==> config.mk <==
export PLATFORM = sky130hd
export DESIGN_NAME = ppl_hazard_ctrl_flat
export DESIGN_NICKNAME = d
export VERILOG_FILES = /design/src/rtl/ppl_hazard_ctrl_if.sv /design/src/rtl/ppl_hazard_ctrl.sv /design/src/flat_wrapper.sv
export SDC_FILE = /design/constraint.sdc
export NUM_CORES = 1
export LEC_CHECK = 0
export CORE_UTILIZATION = 45
export DETAILED_ROUTE_END_ITERATION = 7
export PLACE_DENSITY = 0.76
export SYNTH_ARGS = -nofsm -noshare
export SYNTH_HDL_FRONTEND = slang
export SYNTH_SLANG_ARGS = --single-unit
==> constraint.sdc <==
create_clock -name clk -period 2.86 [get_ports clk]
set_input_delay 0.858 -clock clk [delete_from_list [all_inputs] [get_ports clk]]
set_output_delay 0.858 -clock clk [all_outputs]
set_load 0.03 [all_outputs]
==> src/rtl/ppl_hazard_ctrl_if.sv <==
// ppl_hazard_ctrl_if
// Bundles the hazard-controller signals between the 5-stage pipeline datapath
// and the sequencing controller.
//   slave  : the controller side. It receives the ID/EX hazard info and mem_busy,
//            and drives the register enables/flushes, valids, counters and watchdog.
//   master : the datapath side, with the directions mirrored.
interface ppl_hazard_ctrl_if #(
  parameter int REG_ADDR_W = 4
);
  // Hazard information from the datapath
  logic [REG_ADDR_W-1:0] id_rs1;
  logic [REG_ADDR_W-1:0] id_rs2;
  logic                  id_rs1_used;
  logic                  id_rs2_used;
  logic [REG_ADDR_W-1:0] ex_rd;
  logic                  ex_wen;
  logic                  ex_is_load;
  logic                  ex_branch_taken;
  logic                  mem_busy;

  // Pipeline register controls
  logic                  pc_en;
  logic                  ifid_en;
  logic                  idex_en;
  logic                  exmem_en;
  logic                  memwb_en;
  logic                  ifid_flush;
  logic                  idex_flush;
  logic                  memwb_flush;

  // Status
  logic [3:0]            stage_valid;   // {v_wb, v_mem, v_ex, v_id}
  logic [15:0]           stall_cnt;
  logic [15:0]           flush_cnt;
  logic                  stall_timeout;

  modport slave (
    input  id_rs1, id_rs2, id_rs1_used, id_rs2_used,
           ex_rd, ex_wen, ex_is_load, ex_branch_taken, mem_busy,
    output pc_en, ifid_en, idex_en, exmem_en, memwb_en,
           ifid_flush, idex_flush, memwb_flush,
           stage_valid, stall_cnt, flush_cnt, stall_timeout
  );

  modport master (
    output id_rs1, id_rs2, id_rs1_used, id_rs2_used,
           ex_rd, ex_wen, ex_is_load, ex_branch_taken, mem_busy,
    input  pc_en, ifid_en, idex_en, exmem_en, memwb_en,
           ifid_flush, idex_flush, memwb_flush,
           stage_valid, stall_cnt, flush_cnt, stall_timeout
  );
endinterface

==> src/rtl/ppl_hazard_ctrl.sv <==
// ppl_hazard_ctrl
// Sequencing controller for the IF/ID/EX/MEM/WB pipeline. Each cycle it picks one
// of four modes, with priority busy > branch > load-use > normal. It drives the
// PC and inter-stage register enables/flushes combinationally, tracks a valid bit
// per stage, counts stall and flush cycles (saturating), and runs a sticky
// watchdog on consecutive mem_busy cycles.
// Ports:
//   clk   : rising-edge clock
//   rst_n : synchronous active-low reset
//   hz    : ppl_hazard_ctrl_if.slave (hazard inputs, register controls, status)
module ppl_hazard_ctrl #(
  parameter int REG_ADDR_W = 4,
  parameter int MAX_STALL  = 255
) (
  input  logic               clk,
  input  logic               rst_n,
  ppl_hazard_ctrl_if.slave   hz
);

  localparam logic [1:0] MODE_NORMAL = 2'd0;
  localparam logic [1:0] MODE_LU     = 2'd1;
  localparam logic [1:0] MODE_BR     = 2'd2;
  localparam logic [1:0] MODE_BUSY   = 2'd3;

  // busy_run value seen on the MAX_STALL-th consecutive busy cycle
  localparam logic [15:0] TRIP_AT = 16'(MAX_STALL - 1);

  logic [REG_ADDR_W-1:0] rs1, rs2, rd;
  logic                  v_id, v_ex, v_mem, v_wb;
  logic                  br, lu;
  logic [1:0]            mode;
  logic [15:0]           stall_cnt, flush_cnt, busy_run;
  logic                  stall_timeout;

  assign rs1 = hz.id_rs1;
  assign rs2 = hz.id_rs2;
  assign rd  = hz.ex_rd;

  // Bubbles in EX or ID never raise a hazard.
  assign br = hz.ex_branch_taken & v_ex;
  assign lu = v_id & v_ex & hz.ex_is_load & hz.ex_wen &
              ((hz.id_rs1_used & (rs1 == rd)) | (hz.id_rs2_used & (rs2 == rd)));

  always_comb begin
    // NOTE: every signal gets a default before the branches so no latch is inferred.
    mode = MODE_NORMAL;
    if (hz.mem_busy) mode = MODE_BUSY;
    else if (br)     mode = MODE_BR;
    else if (lu)     mode = MODE_LU;
  end

  always_comb begin
    hz.pc_en       = 1'b1;
    hz.ifid_en     = 1'b1;
    hz.idex_en     = 1'b1;
    hz.exmem_en    = 1'b1;
    hz.memwb_en    = 1'b1;
    hz.ifid_flush  = 1'b0;
    hz.idex_flush  = 1'b0;
    hz.memwb_flush = 1'b0;
    if (!rst_n) begin
      // Hold everything and load bubbles while reset is asserted.
      hz.pc_en       = 1'b0;
      hz.ifid_en     = 1'b0;
      hz.idex_en     = 1'b0;
      hz.exmem_en    = 1'b0;
      hz.memwb_en    = 1'b0;
      hz.ifid_flush  = 1'b1;
      hz.idex_flush  = 1'b1;
      hz.memwb_flush = 1'b1;
    end else begin
      case (mode)
        MODE_BUSY: begin
          // Freeze upstream; WB drains a bubble so a retired result is not rewritten.
          hz.pc_en       = 1'b0;
          hz.ifid_en     = 1'b0;
          hz.idex_en     = 1'b0;
          hz.exmem_en    = 1'b0;
          hz.memwb_flush = 1'b1;
        end
        MODE_BR: begin
          hz.ifid_flush = 1'b1;
          hz.idex_flush = 1'b1;
        end
        MODE_LU: begin
          // Hold IF/ID and insert one bubble into EX; the load advances to MEM.
          hz.pc_en      = 1'b0;
          hz.ifid_en    = 1'b0;
          hz.idex_flush = 1'b1;
        end
        default: ;
      endcase
    end
  end

  // NOTE: sequential state uses non-blocking assignments; reset is sampled on the clock edge.
  always_ff @(posedge clk) begin
    if (!rst_n) begin
      v_id          <= 1'b0;
      v_ex          <= 1'b0;
      v_mem         <= 1'b0;
      v_wb          <= 1'b0;
      stall_cnt     <= 16'd0;
      flush_cnt     <= 16'd0;
      busy_run      <= 16'd0;
      stall_timeout <= 1'b0;
    end else begin
      case (mode)
        MODE_BUSY: begin
          v_wb <= 1'b0;
        end
        MODE_BR: begin
          v_id  <= 1'b0;
          v_ex  <= 1'b0;
          v_mem <= v_ex;
          v_wb  <= v_mem;
        end
        MODE_LU: begin
          v_ex  <= 1'b0;
          v_mem <= v_ex;
          v_wb  <= v_mem;
        end
        default: begin
          v_id  <= 1'b1;
          v_ex  <= v_id;
          v_mem <= v_ex;
          v_wb  <= v_mem;
        end
      endcase

      if ((mode == MODE_BUSY || mode == MODE_LU) && stall_cnt != 16'hFFFF)
        stall_cnt <= stall_cnt + 16'd1;
      if (mode == MODE_BR && flush_cnt != 16'hFFFF)
        flush_cnt <= flush_cnt + 16'd1;

      if (hz.mem_busy) begin
        if (busy_run != 16'hFFFF) busy_run <= busy_run + 16'd1;
        if (busy_run == TRIP_AT)  stall_timeout <= 1'b1;
      end else begin
        busy_run <= 16'd0;
      end
    end
  end

  assign hz.stage_valid   = {v_wb, v_mem, v_ex, v_id};
  assign hz.stall_cnt     = stall_cnt;
  assign hz.flush_cnt     = flush_cnt;
  assign hz.stall_timeout = stall_timeout;

endmodule

==> src/flat_wrapper.sv <==
// flat-port wrapper written by rule: the top's interface ports become plain ports
module ppl_hazard_ctrl_flat 
#(
  parameter int REG_ADDR_W = 4,
  parameter int MAX_STALL  = 255
)
  (clk, rst_n, hz_id_rs1, hz_id_rs2, hz_id_rs1_used, hz_id_rs2_used, hz_ex_rd, hz_ex_wen, hz_ex_is_load, hz_ex_branch_taken, hz_mem_busy, hz_pc_en, hz_ifid_en, hz_idex_en, hz_exmem_en, hz_memwb_en, hz_ifid_flush, hz_idex_flush, hz_memwb_flush, hz_stage_valid, hz_stall_cnt, hz_flush_cnt, hz_stall_timeout);
  ppl_hazard_ctrl_if #(.REG_ADDR_W(REG_ADDR_W)) hz_i ();
  input  logic clk;
  input  logic rst_n;
  input wire logic [$bits(hz_i.id_rs1)-1:0] hz_id_rs1;
  input wire logic [$bits(hz_i.id_rs2)-1:0] hz_id_rs2;
  input wire logic [$bits(hz_i.id_rs1_used)-1:0] hz_id_rs1_used;
  input wire logic [$bits(hz_i.id_rs2_used)-1:0] hz_id_rs2_used;
  input wire logic [$bits(hz_i.ex_rd)-1:0] hz_ex_rd;
  input wire logic [$bits(hz_i.ex_wen)-1:0] hz_ex_wen;
  input wire logic [$bits(hz_i.ex_is_load)-1:0] hz_ex_is_load;
  input wire logic [$bits(hz_i.ex_branch_taken)-1:0] hz_ex_branch_taken;
  input wire logic [$bits(hz_i.mem_busy)-1:0] hz_mem_busy;
  output wire logic [$bits(hz_i.pc_en)-1:0] hz_pc_en;
  output wire logic [$bits(hz_i.ifid_en)-1:0] hz_ifid_en;
  output wire logic [$bits(hz_i.idex_en)-1:0] hz_idex_en;
  output wire logic [$bits(hz_i.exmem_en)-1:0] hz_exmem_en;
  output wire logic [$bits(hz_i.memwb_en)-1:0] hz_memwb_en;
  output wire logic [$bits(hz_i.ifid_flush)-1:0] hz_ifid_flush;
  output wire logic [$bits(hz_i.idex_flush)-1:0] hz_idex_flush;
  output wire logic [$bits(hz_i.memwb_flush)-1:0] hz_memwb_flush;
  output wire logic [$bits(hz_i.stage_valid)-1:0] hz_stage_valid;
  output wire logic [$bits(hz_i.stall_cnt)-1:0] hz_stall_cnt;
  output wire logic [$bits(hz_i.flush_cnt)-1:0] hz_flush_cnt;
  output wire logic [$bits(hz_i.stall_timeout)-1:0] hz_stall_timeout;
  assign hz_i.id_rs1 = hz_id_rs1;
  assign hz_i.id_rs2 = hz_id_rs2;
  assign hz_i.id_rs1_used = hz_id_rs1_used;
  assign hz_i.id_rs2_used = hz_id_rs2_used;
  assign hz_i.ex_rd = hz_ex_rd;
  assign hz_i.ex_wen = hz_ex_wen;
  assign hz_i.ex_is_load = hz_ex_is_load;
  assign hz_i.ex_branch_taken = hz_ex_branch_taken;
  assign hz_i.mem_busy = hz_mem_busy;
  assign hz_pc_en = hz_i.pc_en;
  assign hz_ifid_en = hz_i.ifid_en;
  assign hz_idex_en = hz_i.idex_en;
  assign hz_exmem_en = hz_i.exmem_en;
  assign hz_memwb_en = hz_i.memwb_en;
  assign hz_ifid_flush = hz_i.ifid_flush;
  assign hz_idex_flush = hz_i.idex_flush;
  assign hz_memwb_flush = hz_i.memwb_flush;
  assign hz_stage_valid = hz_i.stage_valid;
  assign hz_stall_cnt = hz_i.stall_cnt;
  assign hz_flush_cnt = hz_i.flush_cnt;
  assign hz_stall_timeout = hz_i.stall_timeout;
  ppl_hazard_ctrl #(.REG_ADDR_W(REG_ADDR_W), .MAX_STALL(MAX_STALL)) u_core (.clk(clk), .rst_n(rst_n), .hz(hz_i));
endmodule
==> results by group <==
Status
  • Status: finished with violations
  • Failing checks: negative setup slack

Power and ir drop
  • Internal power: 1.12 mW
  • Part of the power in combinational logic: 12.4%
  • Clock power share: 36.0%
  • P_sw: 347 uW
  • Sw Share: 23.7%
  • Pwr Density: 390 mW/mm^2
  • Lkg Pwr: 1.55 nW
  • Worst vdd ir: 0.000319 V
  • Sequential power share: 51.6%
  • Total Power: 1.47 mW

Worst setup path
  • R2R depth: 13
  • RR Endpoint: u_core.hz.flush_cnt[11]
  • Worst flop-to-flop path startpoint: u_core.v_ex
  • R2r setup slk: 0.51 ns
  • Arr. time, crit path: 2.14 ns
  • Critical-path maximum fanout: 3
  • Crit path from: hz_id_rs1[3]
  • Required time of the critical path: 2.00 ns
  • Critical path type: input port to output port
  • CP startpoint kind: input port
  • CP Capture Type: output port
  • CP endpoint: hz_ifid_flush

STA
  • Final number of setup-violating endpoints: 2
  • Period utilization: 105%
  • Final number of hold-violating endpoints: 0
  • Slew Viols, Final: 0
  • Fmax: 333 MHz
  • Setup ws final: -0.140 ns
  • Post-route minimum period: 3.00 ns
  • Final Skew: 0.00591 ns
  • Worst slew pin tran: 0.542 ns
  • Max-slew headroom: 63.8%
  • RSZ-0062 raised after global routing: yes

Synthesis
  • Number of synthesized register bits: 53
  • Seq/Total Area, Yosys: 38.2%
  • Mapped cell area: 0.00278 mm^2
  • Top_reg_cell synth: dfxtp_1
  • Synth Instances: 323
  • Number of synthesized flops with an enable pin: 0
  • Post-synth top area cell: dfxtp_1
  • Most area-consuming cells after synthesis: dfxtp_1 38%, mux2i_1 5.0%, nand3_1 4.7%, nand2_1 4.6%, xnor2_1 4.4%
  • Area share of the largest cell type after synthesis: 38.2%
  • Mapped Avg Cell Area: 8.60 um^2
  • FFs w/ async S/R, synth: 0%
  • Synth unique cells: 42
  • Count leader, synth: dfxtp_1
  • Commonest cells in the netlist: 53 x dfxtp_1, 34 x nand2_1, 26 x nand3_1, 19 x nor2_1
  • YS warnings: 0
  • Syn nets: 350

CTS
  • CTS sink count: 53
  • Clock Latency Late Sink: 0.30 ns
  • Num CTS Buffers: 5
  • CTS hold repair buffers: 0
  • Reg clk slew, reported paths: 0.09 ns
  • CTS tree: built
  • CTS root buffer: clkbuf_8
  • CTS Buffer Depth: 2
  • # H-tree levels: 2

Die
  • Rows: 28
  • Initial Util: 46.7%
  • Top Ports: 65
  • CORE AREA: 0.00596 mm^2
  • Die width: 80.6 um
  • Die H: 80.6 um
  • Die area: 0.00649 mm^2

Global route
  • Largest net degree at the start of global routing: 50
  • Gr ovfl total: 0
  • First-pass GRT wire length: 10500 um
  • All-Layer GR Usage: 20.5%
  • Via count of the first global-routing pass: 2320
  • Initial antenna violation count: 0

Final layout
  • Final net count: 428
  • Area delta synth->final: 35.4%
  • Final cell count without fillers: 477
  • Post-route cell area: 0.00376 mm^2
  • Fraction of layout cells with a size suffix above 1: 17.9%
  • Ant diodes: 0

Routing
  • DRC errors left: 0
  • Post-Route WL: 6280 um
  • Routed WL per cell: 13.2 um
  • Vias: 2591
  • Via density: 5.43
  • Pre-Repair DR Iteration Count: 4
  • Routed Antenna Nets: 0
  • 1st-iter DRT viols: 104

Placed design
  • Placed inst area: 0.00358 mm^2
  • Placer Congestion: 0.854
  • IO buf count: 64
  • Inst Count DP: 466
  • Post-DP HPWL: 4460 um

Worst hold path
  • Min-delay worst type: flip-flop to flip-flop
  • HP Start: u_core.hz.stall_timeout

Run
  • Number of max-cap violations: 0
## worst min path at each step
| stage | to | cells past startpoint |
|---|---|---|
| floorplan | u_core.v_wb | 1 |
| global placement | u_core.hz.stall_timeout | 1 |
| detailed placement | u_core.hz.stall_timeout | 1 |
| CTS | u_core.hz.stall_timeout | 1 |
| global route | u_core.hz.stall_timeout | 1 |
| finish | u_core.hz.stall_timeout | 1 |
## cell families (layout without fill, tap and decap cells)
kind of cell / count (synthesis) / after routing / synth area share [%]
buffers and inverters: 28 / 107 / 5.27
adder cells (fa/ha/maj): 7 / 7 / 3.15
AND/OR/NAND/NOR: 164 / 164 / 32.7
AO/OA/AOI/OAI: 32 / 32 / 7.74
flip-flops: 53 / 53 / 38.2
multiplexers: 14 / 14 / 5.04
XOR/XNOR: 25 / 25 / 7.88
## per-layer routing
| metal | track usage [%] | part of all wire (%) | up-vias | routed length [um] |
|---|---|---|---|---|
| met5 | 0 | 0 | - | 0 |
| met4 | 6.96 | 0.84 | 0 | 53 |
| met3 | 4.09 | 4.6 | 4 | 290 |
| met2 | 34.3 | 48 | 72 | 3030 |
| met1 | 26.0 | 46 | 1232 | 2910 |
| li1 | - | - | 1283 | - |
## cells in the final DEF (no fill, tap or decap), types with 3 or more instances in the layout
cell             synthesis  final
buf_2                    0      7
clkdlybuf4s50_1          0     37
nand2b_1                13     11
clkbuf_8                 0      6
and3_1                  13     12
dlygate4sd2_1            0      6
nor3_1                   3      3
mux2i_1                 14     14
inv_1                   11      9
or2b_1                   3      3
and4_1                  10      9
nand3_1                 26     26
nand2_2                  1      3
xnor2_1                 14     13
nor2_1                  19     18
and2_1                  13     13
nand4b_1                 3      3
buf_6                    2      8
nor3b_1                  3      3
nand2_1                 34     31
ha_1                     7      5
o21ai_0                 11     11
buf_4                    7     26
a21oi_1                  5      5
xor2_1                  11     11
nand4_1                 14     14
dfxtp_1                 53     53
## through the flow
stage / setup TNS [ns] / hold slack [ns] / utilization [%] / setup slack (ns)
detailed placement: -7.30 / 0.458 / 60.2 / -0.581
finish: -0.255 / 0.478 / 63.2 / -0.140
global route: -0.427 / 0.516 / 63.2 / -0.219
floorplan: -0.0314 / 0.454 / - / -0.0166
global placement: -6.74 / 0.451 / 60.2 / -0.561
CTS: -0.263 / 0.485 / 62.9 / -0.144
## power by group through the flow
stage                     combinational [mW]  sequential [mW]  clock (mW)
after floorplan                       0.0896            0.781           0
after global placement                 0.170            0.775           0
after detailed placement               0.173            0.775           0
after CTS                              0.179            0.757       0.544
after global routing                   0.197            0.760       0.577
final                                  0.182            0.758       0.527
## repair_timing
action	4_1_cts	5_1_grt
endpoints found under the setup margin	15	4
buffers inserted	4	1
gates resized for setup	59	6
pin swaps	15	6
cloned	0	0
## sequential cells by signal (all words and copies together), names as in the netlist
signal and flops:
u_core.v_wb 1, u_core.v_id 1, u_core.v_ex 1, u_core.v_mem 1, u_core.hz.flush_cnt 16, u_core.busy_run 16, u_core.hz.stall_cnt 16, u_core.hz.stall_timeout 1
## worst max-delay path: stages
cell and delay, ns:
clkdlybuf4s15_2 0.19, a222oi_1 0.24, nand4b_1 0.19, nand2_2 0.16, inv_2 0.07, ha_4 0.16
nand2b_4 0.14, buf_6 0.14
## final cells by class
type | instances | area, um^2
Fill cell | 527 | 2190
Multi-Input combinational cell | 242 | 1660
Inverter | 11 | 41.3
Sequential cell | 53 | 1060
Tap cell | 75 | 93.8
Clock inverter | 1 | 30.0
Timing Repair Buffer | 88 | 790
Clock buffer | 7 | 86.3
Power figures use the tool's default switching activity.
